$ cat config.mk
export PLATFORM = sky130hd
export DESIGN_NAME = prg_load_sequencer_flat
export DESIGN_NICKNAME = d
export VERILOG_FILES = /design/src/rtl/prg_load_sequencer_if.sv /design/src/rtl/prg_load_sequencer.sv /design/src/flat_wrapper.sv
export SDC_FILE = /design/constraint.sdc
export NUM_CORES = 1
export LEC_CHECK = 0
export BUFFER_PORTS_ARGS = -buffer_cell sky130_fd_sc_hd__buf_2
export CORE_MARGIN = 4
export CORE_UTILIZATION = 44
export CTS_CLUSTER_DIAMETER = 200
export DETAILED_ROUTE_END_ITERATION = 6
export PLACE_DENSITY_LB_ADDON = 0.08
export SLEW_MARGIN = 20
export SYNTH_ARGS = -nofsm -noshare
export SYNTH_HDL_FRONTEND = slang
export SYNTH_SLANG_ARGS = --single-unit
$ cat constraint.sdc
create_clock -name clk -period 2.25 [get_ports clk]
set_input_delay 0.1125 -clock clk [delete_from_list [all_inputs] [get_ports clk]]
set_output_delay 0.1125 -clock clk [all_outputs]
set_load 0.01 [all_outputs]
$ cat src/rtl/prg_load_sequencer_if.sv
// Bundles the sequencer's port toward the menu/ROM side and the memory port.
// master: the load sequencer.
// slave: the surrounding logic (program table, ROM, CPU, machine).
interface prg_load_sequencer_if #(
  parameter int ADDR_W = 16,
  parameter int OFS_W  = 12
);
  logic                  load_req;
  logic [2:0]            prg_sel;
  logic [OFS_W:0]        prg_len;
  logic [ADDR_W-1:0]     prg_base;
  logic [2:0]            sel_q;
  logic [3+OFS_W-1:0]    rom_addr;
  logic [7:0]            rom_data;
  logic [ADDR_W-1:0]     cpu_addr;
  logic [7:0]            cpu_wdata;
  logic                  cpu_we;
  logic [ADDR_W-1:0]     mem_addr;
  logic [7:0]            mem_wdata;
  logic                  mem_we;
  logic                  machine_reset;
  logic                  busy;
  logic                  done;

  modport master (
    input  load_req, prg_sel, prg_len, prg_base, rom_data,
           cpu_addr, cpu_wdata, cpu_we,
    output sel_q, rom_addr, mem_addr, mem_wdata, mem_we,
           machine_reset, busy, done
  );

  modport slave (
    output load_req, prg_sel, prg_len, prg_base, rom_data,
           cpu_addr, cpu_wdata, cpu_we,
    input  sel_q, rom_addr, mem_addr, mem_wdata, mem_we,
           machine_reset, busy, done
  );
endinterface

$ cat src/rtl/prg_load_sequencer.sv
// Copies the selected demo program from ROM into main memory while holding
// the machine in reset, arbitrating the memory port between CPU and loader.
module prg_load_sequencer #(
  parameter int ADDR_W   = 16,
  parameter int OFS_W    = 12,
  parameter int HOLD_CYC = 4
) (
  input  logic                 clk,
  input  logic                 reset,
  prg_load_sequencer_if.master bus
);

  localparam int CNT_W = (HOLD_CYC < 2) ? 1 : $clog2(HOLD_CYC);
  localparam logic [CNT_W-1:0] HOLD_LAST = CNT_W'(HOLD_CYC - 1);
  localparam logic [OFS_W:0]   MAX_LEN   = {1'b1, {OFS_W{1'b0}}};

  typedef enum logic [2:0] {
    S_IDLE,
    S_HOLD1,
    S_FETCH,
    S_WRITE,
    S_HOLD2,
    S_DONE
  } state_t;

  state_t           r_state;
  state_t           w_state_next;
  logic [2:0]       r_sel_q;
  logic [2:0]       w_sel_next;
  logic [OFS_W:0]   r_offset;
  logic [OFS_W:0]   w_offset_next;
  logic [OFS_W:0]   w_offset_inc;
  logic [CNT_W-1:0] r_count;
  logic [CNT_W-1:0] w_count_next;
  logic             r_load_req_d;
  logic             w_start;
  logic [OFS_W:0]   w_len;

  // Programs longer than the offset space are clamped to the full ROM slot.
  assign w_len        = (bus.prg_len > MAX_LEN) ? MAX_LEN : bus.prg_len;
  assign w_start      = bus.load_req & ~r_load_req_d;
  assign w_offset_inc = r_offset + 1'b1;

  // Rising-edge detector for load_req; tracks the level in every state so
  // edges seen while busy are consumed rather than queued.
  always_ff @(posedge clk or posedge reset) begin
    if (reset) begin
      r_load_req_d <= 1'b0;
    end else begin
      r_load_req_d <= bus.load_req;
    end
  end

  // State, latched program index, byte offset and hold-cycle counter.
  always_ff @(posedge clk or posedge reset) begin
    if (reset) begin
      r_state  <= S_IDLE;
      r_sel_q  <= 3'd0;
      r_offset <= '0;
      r_count  <= '0;
    end else begin
      r_state  <= w_state_next;
      r_sel_q  <= w_sel_next;
      r_offset <= w_offset_next;
      r_count  <= w_count_next;
    end
  end

  // Next-state logic for the load sequence.
  always_comb begin
    w_state_next  = r_state;
    w_sel_next    = r_sel_q;
    w_offset_next = r_offset;
    w_count_next  = r_count;
    case (r_state)
      S_IDLE: begin
        if (w_start) begin
          w_sel_next    = bus.prg_sel;
          w_offset_next = '0;
          w_count_next  = '0;
          w_state_next  = S_HOLD1;
        end
      end
      S_HOLD1: begin
        if (r_count == HOLD_LAST) begin
          w_count_next = '0;
          // An empty program still gets the full reset pulse.
          w_state_next = (w_len == '0) ? S_HOLD2 : S_FETCH;
        end else begin
          w_count_next = r_count + 1'b1;
        end
      end
      S_FETCH: begin
        w_state_next = S_WRITE;
      end
      S_WRITE: begin
        w_offset_next = w_offset_inc;
        w_state_next  = (w_offset_inc == w_len) ? S_HOLD2 : S_FETCH;
      end
      S_HOLD2: begin
        if (r_count == HOLD_LAST) begin
          w_count_next = '0;
          w_state_next = S_DONE;
        end else begin
          w_count_next = r_count + 1'b1;
        end
      end
      S_DONE: begin
        w_state_next = S_IDLE;
      end
      default: begin
        w_state_next = S_IDLE;
      end
    endcase
  end

  // Status outputs and the ROM address, which stays put across FETCH/WRITE
  // so the synchronous ROM byte is valid during WRITE.
  always_comb begin
    bus.busy          = (r_state != S_IDLE);
    bus.machine_reset = (r_state != S_IDLE) && (r_state != S_DONE);
    bus.done          = (r_state == S_DONE);
    bus.sel_q         = r_sel_q;
    bus.rom_addr      = {r_sel_q, r_offset[OFS_W-1:0]};
  end

  // Memory port mux: CPU owns it in IDLE, loader owns it otherwise and only
  // strobes during WRITE. Destination address wraps modulo 2^ADDR_W.
  always_comb begin
    if (r_state == S_IDLE) begin
      bus.mem_addr  = bus.cpu_addr;
      bus.mem_wdata = bus.cpu_wdata;
      bus.mem_we    = bus.cpu_we;
    end else begin
      bus.mem_addr  = bus.prg_base + ADDR_W'(r_offset);
      bus.mem_wdata = bus.rom_data;
      bus.mem_we    = (r_state == S_WRITE);
    end
  end

endmodule
$ cat src/flat_wrapper.sv
// flat-port wrapper written by rule: the top's interface ports become plain ports
module prg_load_sequencer_flat 
#(
  parameter int ADDR_W   = 16,
  parameter int OFS_W    = 12,
  parameter int HOLD_CYC = 4
)
  (clk, reset, bus_load_req, bus_prg_sel, bus_prg_len, bus_prg_base, bus_rom_data, bus_cpu_addr, bus_cpu_wdata, bus_cpu_we, bus_sel_q, bus_rom_addr, bus_mem_addr, bus_mem_wdata, bus_mem_we, bus_machine_reset, bus_busy, bus_done);
  prg_load_sequencer_if #(.ADDR_W(ADDR_W), .OFS_W(OFS_W)) bus_i ();
  input  logic clk;
  input  logic reset;
  input wire logic [$bits(bus_i.load_req)-1:0] bus_load_req;
  input wire logic [$bits(bus_i.prg_sel)-1:0] bus_prg_sel;
  input wire logic [$bits(bus_i.prg_len)-1:0] bus_prg_len;
  input wire logic [$bits(bus_i.prg_base)-1:0] bus_prg_base;
  input wire logic [$bits(bus_i.rom_data)-1:0] bus_rom_data;
  input wire logic [$bits(bus_i.cpu_addr)-1:0] bus_cpu_addr;
  input wire logic [$bits(bus_i.cpu_wdata)-1:0] bus_cpu_wdata;
  input wire logic [$bits(bus_i.cpu_we)-1:0] bus_cpu_we;
  output wire logic [$bits(bus_i.sel_q)-1:0] bus_sel_q;
  output wire logic [$bits(bus_i.rom_addr)-1:0] bus_rom_addr;
  output wire logic [$bits(bus_i.mem_addr)-1:0] bus_mem_addr;
  output wire logic [$bits(bus_i.mem_wdata)-1:0] bus_mem_wdata;
  output wire logic [$bits(bus_i.mem_we)-1:0] bus_mem_we;
  output wire logic [$bits(bus_i.machine_reset)-1:0] bus_machine_reset;
  output wire logic [$bits(bus_i.busy)-1:0] bus_busy;
  output wire logic [$bits(bus_i.done)-1:0] bus_done;
  assign bus_i.load_req = bus_load_req;
  assign bus_i.prg_sel = bus_prg_sel;
  assign bus_i.prg_len = bus_prg_len;
  assign bus_i.prg_base = bus_prg_base;
  assign bus_i.rom_data = bus_rom_data;
  assign bus_i.cpu_addr = bus_cpu_addr;
  assign bus_i.cpu_wdata = bus_cpu_wdata;
  assign bus_i.cpu_we = bus_cpu_we;
  assign bus_sel_q = bus_i.sel_q;
  assign bus_rom_addr = bus_i.rom_addr;
  assign bus_mem_addr = bus_i.mem_addr;
  assign bus_mem_wdata = bus_i.mem_wdata;
  assign bus_mem_we = bus_i.mem_we;
  assign bus_machine_reset = bus_i.machine_reset;
  assign bus_busy = bus_i.busy;
  assign bus_done = bus_i.done;
  prg_load_sequencer #(.ADDR_W(ADDR_W), .OFS_W(OFS_W), .HOLD_CYC(HOLD_CYC)) u_core (.clk(clk), .reset(reset), .bus(bus_i));
endmodule
# ---- Word-level counts from Yosys, hierarchy flattened
# Cells that the tools add are included.
dict set report totals {
  ff_bits 22
  latchBits 0
  ram_bits 0
  mem_bits_ro 0
  inputBits 68
  out_inout_bits 46
  wordCells 48
  memories 0
}
dict set report op_classes {
  add_sub_neg 3
  mul 0
  n_div 0
  n_lt_le_gt_ge 1
  n_eq_ne 11
  n_shift 0
  n_mux 15
  bitwise 2
  reduce_logical 11
}
# operator count
set ops {}
lappend ops {{$mux W13} 2}
lappend ops {{$pmux W13 S2} 1}
lappend ops {{$add A16 B13 Y16} 1}
lappend ops {{$mux W16} 1}
lappend ops {{$mux W3} 5}
lappend ops {{$pmux W3 S5} 1}
lappend ops {{$add A13 B1 Y13 const B} 1}
lappend ops {{$eq A13 B13 Y1} 1}
lappend ops {{$gt A13 B13 Y1 const B} 1}
lappend ops {{$logic_not A13 Y1} 1}
lappend ops {{$mux W8} 1}
lappend ops {{$eq A3 B2 Y1 const B} 2}
lappend ops {{$eq A3 B3 Y1 const B} 2}
lappend ops {{$ne A2 B1 Y1 const B} 3}
lappend ops {{$reduce_and A2 Y1} 3}
lappend ops {{$mux W2} 2}
lappend ops {{$pmux W2 S2} 1}
lappend ops {{$reduce_bool A2 Y1} 2}
lappend ops {{$eq A3 B1 Y1 const B} 1}
lappend ops {{$logic_not A3 Y1} 1}
lappend ops {{$ne A3 B3 Y1 const B} 1}
lappend ops {{$reduce_and A3 Y1} 1}
lappend ops {{$reduce_bool A3 Y1} 1}
lappend ops {{$add A2 B1 Y2 const B} 1}
lappend ops {{6 further kinds} 6}

# ---- Depth between registers and ports, before layout
dict set report depth {
  ltp_word 6
  mapped_depth 10
  mapped_depth_nobuf 10
}

# ---- Least setup slack after synthesis
# Ideal clock, no wire load.
dict set report synth_timing {
  path_kind {register to register}
  start {register u_core.r_offset[0]}
  end {register u_core.r_state[1]}
  arrival_ns 2.353
  required_time_ns 2.131
  slack_ns -0.222
  stages_incl_launch_ff 10
  n_path_buf 1
  synth_period_minus_slack_ns 2.472
  path_cell_list {dfrtp_1 ha_1 clkbuf_1 nand4_1 nor3_1 xor2_1 or4_4 o311ai_2 a41oi_1 o21ba_1}
}
dict set report synth_via {
  elab_chain_len 4
}
# element line_no
set synth_lines {}
lappend synth_lines {{start: declaration} prg_load_sequencer.sv:30} ;# logic [OFS_W:0] r_offset;
lappend synth_lines {{start signal: assignment} prg_load_sequencer.sv:64} ;# r_offset <= w_offset_next;
lappend synth_lines {{$add A13 B1 Y13} prg_load_sequencer.sv:42} ;# assign w_offset_inc = r_offset + 1'b1;
lappend synth_lines {{$eq A13 B13 Y1} prg_load_sequencer.sv:98} ;# w_state_next = (w_offset_inc == w_len) ? S_HOLD2 : S_FETCH;
lappend synth_lines {{$mux W3} prg_load_sequencer.sv:98}
lappend synth_lines {{$pmux W3 S5} prg_load_sequencer.sv:75} ;# case (r_state)
lappend synth_lines {{end signal: assignment} prg_load_sequencer.sv:62} ;# r_state <= w_state_next;
lappend synth_lines {{end: declaration} prg_load_sequencer.sv:26} ;# state_t r_state;
# Every way passes these cells.
# A chain may end at the register's enable or synchronous reset.

# ---- Worst setup path in the final report
dict set report layout_timing {
  start {register u_core.r_offset[0]}
  end {output bus_mem_addr[14]}
}
dict set report layout_via {
  elab_chain_len 2
}
# element line_no
set layout_lines {}
lappend layout_lines {{$add A16 B13 Y16} prg_load_sequencer.sv:135} ;# bus.mem_addr = bus.prg_base + ADDR_W'(r_offset);
lappend layout_lines {{$mux W16} prg_load_sequencer.sv:130} ;# if (r_state == S_IDLE) begin
lappend layout_lines {{end: declaration} flat_wrapper.sv:22} ;# output wire logic [$bits(bus_i.mem_addr)-1:0] bus_mem_addr;
# Every way passes these cells.

==> summary.md <==
| Metric | Value |
|---|---|
| Setup ws final | -0.3577 ns |
| Hold Crit Class | in2async |
| Final setup violation count | 12 |
| Ys async rst share | 100.0% |
| Final cell count without fillers | 567 |
| Wirelength, routed | between 7 and 8 mm |
| Crit path max-delay family | compound AO/OA/AOI/OAI gates |
| Arrival time worst endpoint | roughly 2.5 ns |
| Cells along the critical path | ha_4, inv_2, fa_2, nor2b_1, o21ai_1, a21o_1, a311o_1, a31oi_2, or4b_4, nand3_2, buf_6 |
| Vias | about 3,000 |
| Final core occ | 63.01% |
| Commonest non-fill, non-tap cell in the layout | buf_2 |
| Setup crit start kind | flop |
| IO Pins | between 100 and 150 |
| WP buf/inv | 2 |
| Final Total Pwr | around 0.0033 W |
| Status | finished with violations |
| Yosys top cell area share | 20.75% |
| HPWL Detailed | roughly 6 mm |
| Worst Setup End Kind | output port |
| Full die area | around 0.0073 mm² |
| Chip Height | roughly 86 µm |
| Top layer in use | met4 |
| Htree depth | 1 |
| CP Max Fanout | 3 |
| Worst slew pin tran | 0.8450 ns |
| RSZ-0062 raised after global routing | true |
| # DRC | 0 |
| Area Growth Syn to Fin | 39.81% |
| Synth area leaders | dfrtp_1, nand2_1, ha_1, o21ai_0, buf_4 |
| Layout cells sized above 1 | between 40 and 50% |
| Failing checks | setup timing |
| Worst-Skew Late Latency | approximately 0.26 ns |
| Avg Cell Area, Syn | around 7.5 µm² |
| #FFs+latches synth | 22 |
| Sequential fraction of the synthesis area | roughly a fifth |
| Post-synthesis simple-gate area fraction | between 20% and 30% |
| PortBufs | between 100 and 150 |
| Routability cong. | about 0.84 |
| Synth area leader | dfrtp_1 |
| Cells after Synth | roughly 360 |
| Routed met3 length | approximately 400 µm |
| Design area | ~0.0037 mm² |
| Die Wd | 85.65 µm |
| Critical Path RT | around 2.1 ns |
| Placed instance area | approximately 0.0034 mm² |
| Number of vias per cell | between 5 and 6 |
| DRT Pass-1 Iters | 5 |
| Synth Area in Compound Gates | 23.49% |
| DR WL/cell | around 14 µm |
| Synth Area in XOR/XNOR | under 10% |
| Largest net degree at the start of global routing | 27 |
| Routed wl met2 | 3.796 mm |
| Synth unique cells | slightly below 60 |
| Setup CP Type | reg2out |
| Bufs on Longest Clock Path | 2 |
| DP Worst Slack | -0.1218 ns |
| GR Overflow Total | 0 |
| Fmax | roughly 380 MHz |
| Synth Cell Area | roughly 0.0027 mm² |
| Fin Clk Skew | about 0.0035 ns |
| Vias in the first global route | ~2,800 |
| Leakage power | roughly 1.9 nW |
| Worst path max stage delay | ~0.50 ns |
| Post-Syn Nets | between 400 and 500 |
| Warnings, synthesis | 0 |
| Initial DRC Count | slightly below 100 |
| Mux cell area share after synthesis | less than 1% |
| PwrDens | 878.8 mW/mm² |
| Slew Viols, Final | 0 |
| Core Footprint | between 0.005 and 0.006 mm² |
| Critical Path Slowest Stage Cell | or4b_4 |
| Main flop type after synthesis | dfrtp_1 |
| Synth Area in Adders | slightly below 8% |
| Starting Density | 45.07% |
| Max_cap viols | 0 |
| Met1 wire length | approximately 3.6 mm |
| Initial antenna violation count | 0 |
| Final cycle utilization of the critical path | 115.9% |
| CTS Buf Count | 3 |
| Root buf cell | clkbuf_8 |
| GRT Resource Usage Total | around a fifth |
| First-pass GRT wire length | roughly 13 mm |
| CTS clk-pin slew, worst paths | approximately 0.080 ns |
| Clock tree sinks | 22 |
| CTS tree | done |
| Main combinational cell family by area after synthesis | simple AND/OR/NAND/NOR gates |
| Max-slew headroom | roughly 44% |
| Antenna cell count | 0 |
| Placed cells | between 500 and 600 |
| Layout Nets | just under 600 |
| Hold Vio Cnt, Final | 0 |
| Post-route ant nets | 0 |
| Clock period minus worst slack | 2.608 ns |
| EDFF count, synth | 0 |
| Num rows | 28 |
| Peak supply drop | about 470 µV |
| Most frequent cells in the layout | buf_2, nand2_1, buf_4, nor2_1, o21ai_0 |
[layout make-up]
cell class	count	area, µm²
clock buffer	3	41.29
sequential	22	551.8
clock inverter	1	30.03
fill	549	2177
inverter	11	41.29
multi-input combinational	294	2008
tap	75	93.84
timing repair buffer	161	942.2
[state kept, by name, indices dropped and copies added, names as in the netlist]
name                 flops
u_core.bus.sel_q         3
u_core.r_state           3
u_core.r_offset         13
u_core.r_count           2
u_core.r_load_req_d      1
[stage by stage]
stage               setup TNS, ns  hold slack, ns
floorplan               -0.001972          0.1017
global placement          -0.1796          0.2325
detailed placement        -0.3594          0.2372
CTS                        -1.864         0.02678
global route               -4.077         0.05225
finish                     -2.264       0.0002817
[final timing paths]
path                                                 start                              end  slack, ns  depth (start not counted)
hold / removal                                       reset  u_core.bus.sel_q[1]$_DFFE_PP0P_     0.0003                          2
hold reg to reg            u_core.bus.sel_q[2]$_DFFE_PP0P_  u_core.bus.sel_q[2]$_DFFE_PP0P_       0.51                          2
max in group asynchronous                            reset   u_core.r_offset[0]$_DFFE_PP0P_       1.66                          2
min in group clk                            bus_prg_sel[0]  u_core.bus.sel_q[0]$_DFFE_PP0P_       0.03                          3
setup / recovery            u_core.r_offset[0]$_DFFE_PP0P_                 bus_mem_addr[14]      -0.36                         11
setup reg to reg            u_core.r_offset[1]$_DFFE_PP0P_    u_core.r_state[1]$_DFFE_PP0P_      -0.11                         11
[synthesized netlist by cell type, drive strengths merged (4+ instances only)]
cell and number:
o211ai 4, xor2 13, nand4 8, nor2 31, nand2b 5, o21ai 33, clkbuf 6, buf 23
nor3 8, ha 15, a21o 6, or3 4, inv 10, a21oi 16, a31oi 8, nand3b 4
and3 4, nand2 65, xnor2 10, o31ai 4, nand3 9, dfrtp 22
[per-layer routing]
layer	vias up	GRT usage, %
met5	-	0
met1	1384	26.82
met3	8	1.729
met4	0	4.604
li1	1539	-
met2	80	35.95
[cell families (layout without fill, tap and decap cells)]
family	count (synthesis)	in the layout
buffers and inverters	40	176
and+or+nand+nor	157	157
AOI/OAI and AO/OA	96	96
muxes	1	1
DFF	22	22
xor gates and xnor gates	24	24
adders and majority gates	16	16
[power by group]
group / switching [W] / internal [W]
logic: 0.00125 / 0.00103
clock network: 0.000136 / 0.000238
registers: 0.000111 / 0.000498
[repair_timing]
action / 4_1_cts / 5_1_grt
endpoints found under the hold margin: 1 / 0
setup buffers: 7 / 3
gates resized for setup: 15 / 15
endpoints found under the setup margin: 13 / 14
pin swaps: 27 / 13
hold buffers: 1 / 0
No activity file was read; power rests on OpenSTA's default activity.
